`src/rtl/clk_gen_pkg.sv`:
```
// Shared constants and helpers for the clock-divider bank.
// Holds the default divisor, the default counter width and the channel-index width function.
package clk_gen_pkg;

    // The reset divisor of 12 gives one 8051 machine cycle per divided period.
    localparam int unsigned DEFAULT_DIV = 12;
    localparam int unsigned DEFAULT_CW  = 16;

    // Returns the width of a channel index. It is never below 1, so the port stays legal at NCH=1.
    function automatic int unsigned ch_idx_w(input int unsigned nch);
        return (nch > 1) ? $clog2(nch) : 1;
    endfunction

endpackage

```
`src/rtl/clk_div_chan.sv`:
```
// One divider channel: a wrapping counter, active and shadow divisors, and registered tick and
// square-wave outputs. A staged divisor takes effect only at a period boundary.
module clk_div_chan #(
    parameter int unsigned CW          = clk_gen_pkg::DEFAULT_CW,
    parameter int unsigned DEFAULT_DIV = clk_gen_pkg::DEFAULT_DIV
) (
    input  logic          i_clk,
    input  logic          i_rst_n,
    input  logic          i_en,
    input  logic          i_sync,
    input  logic          i_wr,
    input  logic [CW-1:0] i_wr_div,
    output logic          o_tick,
    output logic          o_clk_out,
    output logic          o_pending
);

    logic [CW-1:0] r_cnt, r_div, r_shadow;
    logic          r_pending, r_tick, r_clk_out;

    logic [CW-1:0] r_cnt_d, r_div_d, r_shadow_d;
    logic          r_pending_d, r_tick_d, r_clk_out_d;

    logic [CW-1:0] w_d;
    logic [CW-1:0] w_last;
    logic [CW-1:0] w_half;
    logic          w_at_end;
    logic          w_wrap;

    assign w_d    = (r_div == '0) ? CW'(1) : r_div;
    assign w_last = w_d - CW'(1);
    assign w_half = w_d >> 1;
    // ">=" rather than "==": if a divisor change leaves the count beyond the new end, the
    // channel still wraps on the next enabled cycle instead of running on to counter overflow.
    assign w_at_end = (r_cnt >= w_last);
    assign w_wrap   = i_en & w_at_end;

    always_comb begin
        r_cnt_d     = r_cnt;
        r_div_d     = r_div;
        r_shadow_d  = r_shadow;
        r_pending_d = r_pending;
        r_tick_d    = 1'b0;
        r_clk_out_d = r_clk_out;

        if (i_en) begin
            r_cnt_d     = w_wrap ? '0 : r_cnt + CW'(1);
            r_tick_d    = w_at_end;
            r_clk_out_d = (r_cnt < w_half);
        end

        if (i_sync) begin
            r_cnt_d     = '0;
            r_tick_d    = 1'b0;
            r_pending_d = 1'b0;
            if (r_pending) begin
                r_div_d = r_shadow;
            end
        end else if (w_wrap || !i_en) begin
            r_pending_d = 1'b0;
            if (r_pending) begin
                r_div_d = r_shadow;
            end
        end

        // A write on an apply boundary bypasses the shadow, so it never shows as pending.
        if (i_wr) begin
            r_shadow_d = i_wr_div;
            if (i_sync || w_wrap) begin
                r_div_d     = i_wr_div;
                r_pending_d = 1'b0;
            end else begin
                r_pending_d = 1'b1;
            end
        end
    end

    always_ff @(posedge i_clk or negedge i_rst_n) begin
        if (!i_rst_n) begin
            r_cnt     <= '0;
            r_div     <= CW'(DEFAULT_DIV);
            r_shadow  <= CW'(DEFAULT_DIV);
            r_pending <= 1'b0;
            r_tick    <= 1'b0;
            r_clk_out <= 1'b0;
        end else begin
            r_cnt     <= r_cnt_d;
            r_div     <= r_div_d;
            r_shadow  <= r_shadow_d;
            r_pending <= r_pending_d;
            r_tick    <= r_tick_d;
            r_clk_out <= r_clk_out_d;
        end
    end

    assign o_tick    = r_tick;
    assign o_clk_out = r_clk_out;
    assign o_pending = r_pending;

endmodule

```
`src/rtl/clk_div_bank.sv`:
```
// Bank of NCH independent clock dividers sharing one divisor write port and a global sync restart.
// This module decodes the write target and fans the sync and write data out to the channels.
module clk_div_bank #(
    parameter int unsigned NCH         = 4,
    parameter int unsigned CW          = clk_gen_pkg::DEFAULT_CW,
    parameter int unsigned DEFAULT_DIV = clk_gen_pkg::DEFAULT_DIV
) (
    input  logic                                   CLK,
    input  logic                                   resetn,
    input  logic [NCH-1:0]                         en,
    input  logic                                   sync,
    input  logic                                   wr,
    input  logic [clk_gen_pkg::ch_idx_w(NCH)-1:0]  wr_ch,
    input  logic [CW-1:0]                          wr_div,
    output logic [NCH-1:0]                         tick,
    output logic [NCH-1:0]                         clk_out,
    output logic [NCH-1:0]                         pending
);

    logic [NCH-1:0] w_wr_sel;

    for (genvar g = 0; g < NCH; g++) begin : g_chan
        // An out-of-range wr_ch matches no channel, so that write is dropped.
        assign w_wr_sel[g] = wr && (32'(wr_ch) == g);

        clk_div_chan #(
            .CW          (CW),
            .DEFAULT_DIV (DEFAULT_DIV)
        ) u_chan (
            .i_clk     (CLK),
            .i_rst_n   (resetn),
            .i_en      (en[g]),
            .i_sync    (sync),
            .i_wr      (w_wr_sel[g]),
            .i_wr_div  (wr_div),
            .o_tick    (tick[g]),
            .o_clk_out (clk_out[g]),
            .o_pending (pending[g])
        );
    end

endmodule

```
`config.mk`:
```
export PLATFORM = sky130hd
export DESIGN_NAME = clk_div_bank
export DESIGN_NICKNAME = d
export VERILOG_FILES = /design/src/rtl/clk_gen_pkg.sv /design/src/rtl/clk_div_chan.sv /design/src/rtl/clk_div_bank.sv
export SDC_FILE = /design/constraint.sdc
export NUM_CORES = 1
export LEC_CHECK = 0
export CELL_PAD_IN_SITES_DETAIL_PLACEMENT = 1
export CELL_PAD_IN_SITES_GLOBAL_PLACEMENT = 2
export CORE_MARGIN = 2
export CORE_UTILIZATION = 42
export DETAILED_ROUTE_END_ITERATION = 16
export PLACE_DENSITY = 0.88
export RECOVER_POWER = 50
export SLEW_MARGIN = 0
export SYNTH_ARGS = -nofsm -noshare
export SYNTH_HDL_FRONTEND = slang
export SYNTH_HIERARCHICAL = 1
export SYNTH_SLANG_ARGS = --single-unit
```
`constraint.sdc`:
```
create_clock -name CLK -period 6.5 [get_ports CLK]
set_input_delay 1.3 -clock CLK [delete_from_list [all_inputs] [get_ports CLK]]
set_output_delay 1.3 -clock CLK [all_outputs]
set_load 0.005 [all_outputs]
```
==> results of run 1 <==
layout make-up:
cell class,count,share of cell area
multi-input combinational,1001,0.524
sequential,204,0.336
clock buffer,34,0.0478
tap,402,0.0330
timing repair buffer,48,0.0290
inverter,77,0.0189
clock inverter,12,0.0113
flip-flops by register name (all words and copies together) (netlist names):
signal and count:
g_chan.u_chan/o_clk_out 4, g_chan.u_chan/o_pending 4, g_chan.u_chan/o_tick 4, g_chan.u_chan/r_cnt 64, g_chan.u_chan/r_div 64, g_chan.u_chan/r_shadow 64
layout by cell type (no fill, tap or decap), drive strengths merged, types with 20 or more instances in the layout:
cell type and n:
inv 79, mux2 161, nand4 33, nand3 31, ha 128, mux2i 22
dfrtp 188, nor2 82, a31oi 20, clkbuf 38, nand2 96, a21o 29
a21oi 61, nor3 64, clkdlybuf4s50 35, o21ai 54, xnor2 44
stage by stage:
| step | area [um^2] | hold WS [ps] | total power [W] | cells | utilization |
|---|---|---|---|---|---|
| 3_3_place_gp | 14400 | 483 | 0.00304 | 1732 | 0.453 |
| 5_1_grt | 15300 | 523 | 0.00492 | 1778 | 0.481 |
| 4_1_cts | 15300 | 506 | 0.00468 | 1778 | 0.482 |
| 2_1_floorplan | 13600 | 475 | 0.00270 | 1320 | - |
| 3_5_place_dp | 14400 | 492 | 0.00313 | 1732 | 0.453 |
| 6_report | 15300 | 505 | 0.00462 | 1778 | 0.481 |
layer usage:
layer  global-route usage  share of wire
met1                0.290           0.46
met4               0.0506          0.019
met2                0.395           0.50
met5                    0              0
met3               0.0222          0.028
cells by family after synthesis:
logic type                 Yosys count
AOI/OAI and AO/OA                  253
xor gates and xnor gates            44
adders and majority gates          128
buffers and inverters              115
DFF                                204
muxes                              183
and+or+nand+nor                    393
how the worst min path moves through the flow:
stage,end,slack [ps]
floorplan,g_chan[0].u_chan/r_shadow[0],470
global placement,g_chan[2].u_chan/r_shadow[0],480
detailed placement,g_chan[0].u_chan/r_shadow[12],490
CTS,g_chan[0].u_chan/r_shadow[12],510
global route,g_chan[0].u_chan/r_shadow[14],520
finish,g_chan[2].u_chan/r_shadow[11],500
cell usage after synthesis (7+ instances only):
cell                       instances  area [um^2]
sky130_fd_sc_hd__a21o_1           29          218
sky130_fd_sc_hd__a21oi_1          58          290
sky130_fd_sc_hd__a221o_1          15          150
sky130_fd_sc_hd__a22o_1           11         96.3
sky130_fd_sc_hd__a31oi_1          17          106
sky130_fd_sc_hd__and3_1           10         62.6
sky130_fd_sc_hd__buf_2            14         70.1
sky130_fd_sc_hd__clkbuf_1         16         60.1
sky130_fd_sc_hd__dfrtp_1         188         4700
sky130_fd_sc_hd__dfstp_2          16          420
sky130_fd_sc_hd__ha_1            128         1600
sky130_fd_sc_hd__inv_1            77          289
sky130_fd_sc_hd__mux2_1           60          676
sky130_fd_sc_hd__mux2_2          101         1140
sky130_fd_sc_hd__mux2i_1          22          220
sky130_fd_sc_hd__nand2_1          96          360
sky130_fd_sc_hd__nand2b_1         18          113
sky130_fd_sc_hd__nand3_1          31          155
sky130_fd_sc_hd__nand4_1          33          206
sky130_fd_sc_hd__nor2_1           79          297
sky130_fd_sc_hd__nor2b_1          13         81.3
sky130_fd_sc_hd__nor3_1           58          290
sky130_fd_sc_hd__nor4_1           10         62.6
sky130_fd_sc_hd__o21ai_0          41          205
sky130_fd_sc_hd__o21ai_1           8         40.0
sky130_fd_sc_hd__o31ai_1           7         52.6
sky130_fd_sc_hd__or3_1            10         62.6
sky130_fd_sc_hd__or4_4             7         78.8
sky130_fd_sc_hd__xnor2_1          44          385
power by group through the flow:
stage / Sequential (W) / Combinational [W] / Clock [W]
5_1_grt: 0.00184 / 0.00149 / 0.00160
3_5_place_dp: 0.00182 / 0.00131 / 0
4_1_cts: 0.00180 / 0.00133 / 0.00155
2_1_floorplan: 0.00171 / 0.000985 / 0
6_report: 0.00180 / 0.00132 / 0.00151
3_3_place_gp: 0.00179 / 0.00124 / 0
==> results.txt, run 1 <==
For this run, the top clock speed supported by timing is 196 MHz. Yosys mapped a number of flops with a built-in enable equal to 0. The simple-gate portion of the synthesized area was 0.151; the biggest fanout along the worst timing path was 16.

The post-synthesis compound-gate area fraction came out at 0.142. Setup violations remaining at the end of the flow were counted as 0. The global placement routability congestion was 0.850; the site row count was 65.

The CTS H-tree depth was 1; the post-CTS resize count was 0. The critical path capture point is g_chan[1].u_chan/r_div[6]. TritonCTS built the clock tree.

Setup repair after global routing left no endpoint under its margin. The number of different library cells used by synthesis comes to 65. The combinational share of power was 0.284. The number of hold buffers added after CTS was 0.

The tightest min-delay check is of the flip-flop to flip-flop type. The run gives -1.09 as the worst-case headroom to the max-slew limit. Element type at the critical path start: a flip-flop. The area of the core is 31,700 um^2, and the final period demand of the worst path is 5110 ps. In the post-route analysis, the smallest setup slack over all paths is 1390 ps. The height of the chip is 184 um. Chip width: 184 um. The number of buffer cells added on primary ports was 37; the worst clock skew was 17.4 ps.

The count of mapped cells out of synthesis is 1,320, and the clock latency on the worst-skew pair is 540 ps. Summed over all cells, the static leakage comes to 6.73 nW. The multiplexer fraction of the synthesized cell area was 0.149; the proportion of synthesized flip-flops having asynchronous set or reset was 1.00. The fraction of the cycle the final worst path needs works out to 0.787.

Gate family responsible for the most delay along the worst path: simple AND/OR/NAND/NOR gates. The footprint of the flip-flops and latches is 5120 um^2. The run gives 11,105 as the number of global-route vias before repair. The routed layout has 10,374 vias. The worst setup path category was flip-flop to flip-flop.

The endpoint identified for the worst register-to-register timing path is g_chan[1].u_chan/r_div[6]. For this design the top-level I/O count stands at 38. Routed wire length: 36.5 mm. During synthesis, Yosys emitted a total of 6 warnings.

The tools report the library cell used as clock root buffer as sky130_fd_sc_hd__clkbuf_16. The most critical setup path has its startpoint at g_chan[1].u_chan/r_div[4]. The number of nets with antenna violations after routing was 0; the maximum single-stage delay on the critical path was 560 ps. The post-CTS setup-driven buffer insertion count came out at 0. The worst-case setup slack after placement was 1390 ps; the largest net degree at the start of global routing was 98. The share of total power consumed by net switching is 0.332.

The post-detailed-route wirelength per cell works out to 20.5 um. The cell with the biggest individual delay on the critical path is sky130_fd_sc_hd__or4_4. The checks that failed: capacitance limit, slew limit.

The cell count of the worst hold path is 1, and the signed area change from the synthesized netlist to the final layout is 12.2%. The sink count of the clock tree is 204. The number of design-rule violations left by the first detailed-router iteration is 476, and the proportion of layout cells with a drive suffix above 1 is 0.159. The tools report the global-route usage over all layers as 0.222. The count of cells along the worst register-to-register path is 15.

Most common flop cell mapped by yosys: sky130_fd_sc_hd__dfrtp_1. Using the TritonRoute via totals, the vias-per-cell ratio works out to 5.83. Area share of xor/xnor cells in the synthesized design: 0.0283. STA classifies the critical path endpoint as a flip-flop. The switching power came out at 0.00153 W. The logs give 13,600 um^2 for the area of the mapped netlist and 0 for the number of remaining DRC errors. The clock share of power came out at 0.326. The flow ran to the end, but the final reports show violations.

IR analysis of the VDD net gives a maximum drop of 197 uV. The pre-antenna-repair detailed-routing pass consisted of 5 iterations. The startpoint identified for the worst hold timing path is g_chan[2].u_chan/r_shadow[11].

The critical path goes through or4_4 -> or4_4 -> nor3_4 -> a31oi_1 -> ha_1 -> nand2_1 -> nor4_1 -> xnor2_1 -> ha_1 -> nand4_1 -> nor4_1 -> o31ai_2 -> a21oi_2 -> o311ai_4 -> mux2_1. The number of nets handed over by synthesis was 1,474. The synthesized-area fraction occupied by adder cells was 0.118; the internal power of the cells was 0.00309 W. The filler cells instantiated in the layout total 3,494. The startpoint identified for the worst register-to-register timing path is g_chan[1].u_chan/r_div[4]. The clock buffer count from CTS is 25. For this design the ratio of total power to cell area is 303 nW/um^2.

The max-cap violation count is 2. Clock-pin slew was measured on the worst setup and hold paths at 60 ps. Maximum buffer depth of the clock tree: 3.

The logic depth of the worst path, buffers included was 15; the leftover overflow at the end of global routing was 0. The count of buffering cells on the critical path with inverters included is 0. The average instance in the mapped netlist occupies 10.3 um^2. For the part of the total power dissipated in sequential elements, the log shows 0.389.

For the pin with the worst max-slew slack, the measured transition is 3140 ps. After synthesis, the largest family of logic cells by area is simple AND/OR/NAND/NOR gates. For the register area share after synthesis, the log shows 0.377. Final hold violation count: 0.

Summed over all nets, the half-perimeter wirelength after detailed placement is 26.1 mm. After the last flow step, the layout net total stands at 1,511. The run gives 0 as the initial antenna violation count.

The initial core utilization was 0.429. The count of pins over their slew limit is 111. The required time of the critical path was 6900 ps; the die area was 33,800 um^2.

Data arrives at the worst endpoint at 5510 ps. The synthesized design contains 204 register bits. Summing all multi-input logic gate instances after layout gives 8000 um^2.

After routing, the total negative slack on setup checks comes to 0 ps. The first global-routing pass estimated 60.1 mm of wire. The worst register-to-register path has a setup slack of 1390 ps. For the number of inserted diodes, the log shows 0.
Note: power is estimated with default switching activity, not from simulation.
==> run 2: changes to the inputs <==
--- a/config.mk
+++ b/config.mk
@@ -8,9 +8,9 @@
 export CELL_PAD_IN_SITES_DETAIL_PLACEMENT = 1
 export CELL_PAD_IN_SITES_GLOBAL_PLACEMENT = 2
 export CORE_MARGIN = 2
-export CORE_UTILIZATION = 42
+export CORE_UTILIZATION = 38
 export DETAILED_ROUTE_END_ITERATION = 16
-export PLACE_DENSITY = 0.88
+export PLACE_DENSITY = 0.84
 export RECOVER_POWER = 50
 export SLEW_MARGIN = 0
 export SYNTH_ARGS = -nofsm -noshare
==> constraint.sdc (replaced) <==
create_clock -name CLK -period 4.7 [get_ports CLK]
set_input_delay 0.94 -clock CLK [delete_from_list [all_inputs] [get_ports CLK]]
set_output_delay 0.94 -clock CLK [all_outputs]
set_load 0.005 [all_outputs]
==> results.txt, run 2 (same netlist as run 1, synthesis figures left out) <==
The die covers 37,300 um^2. During I/O placement, the number of pins put on the boundary was 38. The cell area after placement came out at 14,700 um^2.

Detailed routing inserted a total of 10,411 vias. For the number of setup violations in the final report, the log shows 0. The tools report the element type at the critical path start as a flip-flop. The tools report the final hold violation count as 0. The leftover overflow at the end of global routing is 0, and the max-cap violation count is 1. For the worst-skew pair, the clock arrives at the later sink with an insertion delay of 530 ps. The wire length of the first global-routing pass is 62.0 mm. The largest net degree at the start of global routing was 125; the initial core utilization was 0.384.

The worst-case headroom to the max-slew limit was -1.11; the number of nets with antenna violations after routing was 0. The number of global-route vias before repair was 11,306. Relative to the synthesized area, the layout overhead comes to 15.5%.

After detailed routing, the average wire length per cell comes to 19.8 um. Walking the worst path, the cells encountered are or4_4 -> or4_4 -> nor3_4 -> a31oi_1 -> ha_2 -> nand2_2 -> nor4_1 -> xnor2_1 -> ha_1 -> nand4_1 -> nor4_4 -> o31ai_4 -> a31oi_4 -> buf_12 -> mux2_1 -> mux2_1. The tools report the utilization after layout as 0.444. TritonCTS built the clock tree.

The critical path data arrival time was 4890 ps. The slowest stage of the critical path belongs to the cell sky130_fd_sc_hd__or4_4. The clock transition time at the flip-flop clock pins of the worst setup and hold paths was 50 ps; the required time of the critical path was 5100 ps. The run gives 1,542 as the number of nets at the end of the flow. CTS placed an instance of sky130_fd_sc_hd__clkbuf_16 at the clock tree root.

Once placement completed, the tool counted placed cells totaling 1,819. The worst-case IR drop observed on VDD is 271 uV. With fillers left out, the area of the finished cells amounts to 15,700 um^2. The floorplan has 69 rows. The tools report the worst hold margin as 504 ps. The tools report the area of the core as 35,400 um^2.

The clock net in this run drives a total of 204 sinks. The multi-input gate area in the final layout was 8070 um^2; the count of pins over their slew limit was 125. The worst clock skew was 8.84 ps. Before antenna repair, the detailed router went through 4 iterations. The worst setup path category is flip-flop to flip-flop. The run finished, with violations left.

The via density per instance is 5.57. The maximum buffer depth of the clock tree was 3; the final period demand of the worst path was 4490 ps. Global-route usage over all layers: 0.201. The final reports fail on capacitance limit, slew limit. The global placement routability congestion was 0.832. The number of design-rule violations left by the first detailed-router iteration is 377, and the post-detailed-placement half-perimeter wirelength is 26.7 mm. The run gives 6.92 nW as the reported leakage power. The category of the worst setup path capture point is a flip-flop. In the layout the commonest cells are sky130_fd_sc_hd__dfrtp_1 (188), sky130_fd_sc_hd__ha_1 (125), sky130_fd_sc_hd__mux2_2 (101).

For this run, design rule violations remaining after detail routing come to 0. The fraction of the cycle the final worst path needs works out to 0.956. The transition time of the tightest slew-check pin was 3170 ps. The chip width works out to 193 um. The initial antenna violation count was 0. The CTS H-tree depth came out at 1. The highest clock rate was 223 MHz; the number of buffer cells added on primary ports was 37.

The path class of the lowest-slack min-delay path is flip-flop to flip-flop. The biggest fanout along the worst timing path was 16; the height of the chip was 193 um. Dividing total power by cell area gives a power density of 410 nW/um^2.

The number of inserted diodes was 0; the maximum single-stage delay on the critical path was 560 ps. The run gives 25 as the clock buffer count from CTS. The largest registers in the layout are g_chan.u_chan/r_cnt x64, g_chan.u_chan/r_div x64, g_chan.u_chan/r_shadow x64. Leaving out fill and tap cells, the most frequent cell in the layout is sky130_fd_sc_hd__dfrtp_1. The finished layout holds 1,868 standard cells, fillers aside. For this block, the routed nets add up to 37.0 mm of wire. The proportion of layout cells with a drive suffix above 1 works out to 0.186. The layout has 3,921 filler cells. The footprint of the flip-flops and latches was 5120 um^2.
run 2: cell count changes in the layout (fill, tap and decap cells not counted), sizes merged:
cell      before  now
buf            8   37
clkbuf        38   42
clkinvlp       2    1
inv           79   78
run 2: power by group:
part	internal [W]	total (W)	switching (W)	leakage, nW
registers	0.00211	0.00249	0.000373	2.54
clock network	0.00129	0.00207	0.000782	0.434
logic	0.000882	0.00188	0.00100	3.95
total	0.00428	0.00644	0.00216	6.92
run 2: final timing paths:
path | startpoint | cells past startpoint | endpoint | slack, ps
min | g_chan[1].u_chan/r_shadow[11] | 1 | g_chan[1].u_chan/r_shadow[11] | 500
max in group asynchronous | resetn | 2 | g_chan[0].u_chan/o_clk_out | 1010
max | g_chan[1].u_chan/r_div[4] | 16 | g_chan[1].u_chan/r_div[9] | 210
max reg2reg | g_chan[1].u_chan/r_div[4] | 16 | g_chan[1].u_chan/r_div[9] | 210
min reg2reg | g_chan[1].u_chan/r_shadow[11] | 1 | g_chan[1].u_chan/r_shadow[11] | 500
min in group asynchronous | resetn | 1 | g_chan[1].u_chan/r_cnt[12] | 1370
run 2: cell type report:
type	instances	share of cell area
multi-input cells	1001	0.514
flip-flops and latches	204	0.326
repair buffers	79	0.0487
clock buffers	36	0.0463
well taps	461	0.0367
inverters	77	0.0184
clock inverters	10	0.00995
run 2: repair_timing:
action,in CTS,in global routing
hold buffers,0,0
setup endpoints to repair,2,77
hold endpoints to repair,0,0
pin swaps,0,6
resized for setup,1,21
buffers inserted,0,3
run 2: worst max-delay path: cells and delay by family (launching register included):
kind | cells | cell delay (ps)
and+or+nand+nor | 7 | 1880
DFF | 1 | 420
muxes | 2 | 660
buffers and inverters | 1 | 180
AOI/OAI and AO/OA | 3 | 500
adders and majority gates | 2 | 560
xor gates and xnor gates | 1 | 140
run 2: layer usage:
metal,vias to the layer above,share of wire,GRT usage
met1,5268,0.47,0.271
met2,95,0.49,0.348
met5,-,0,0
met3,48,0.022,0.0213
li1,5000,-,-
met4,0,0.021,0.0444
run 2: through the flow:
stage               setup TNS, ps  worst slack (ps)  power (W)
global route                -6.12             -6.12    0.00688
floorplan                       0               260    0.00373
CTS                             0              29.5    0.00648
global placement                0               137    0.00423
finish                          0               207    0.00644
detailed placement              0              3.92    0.00435
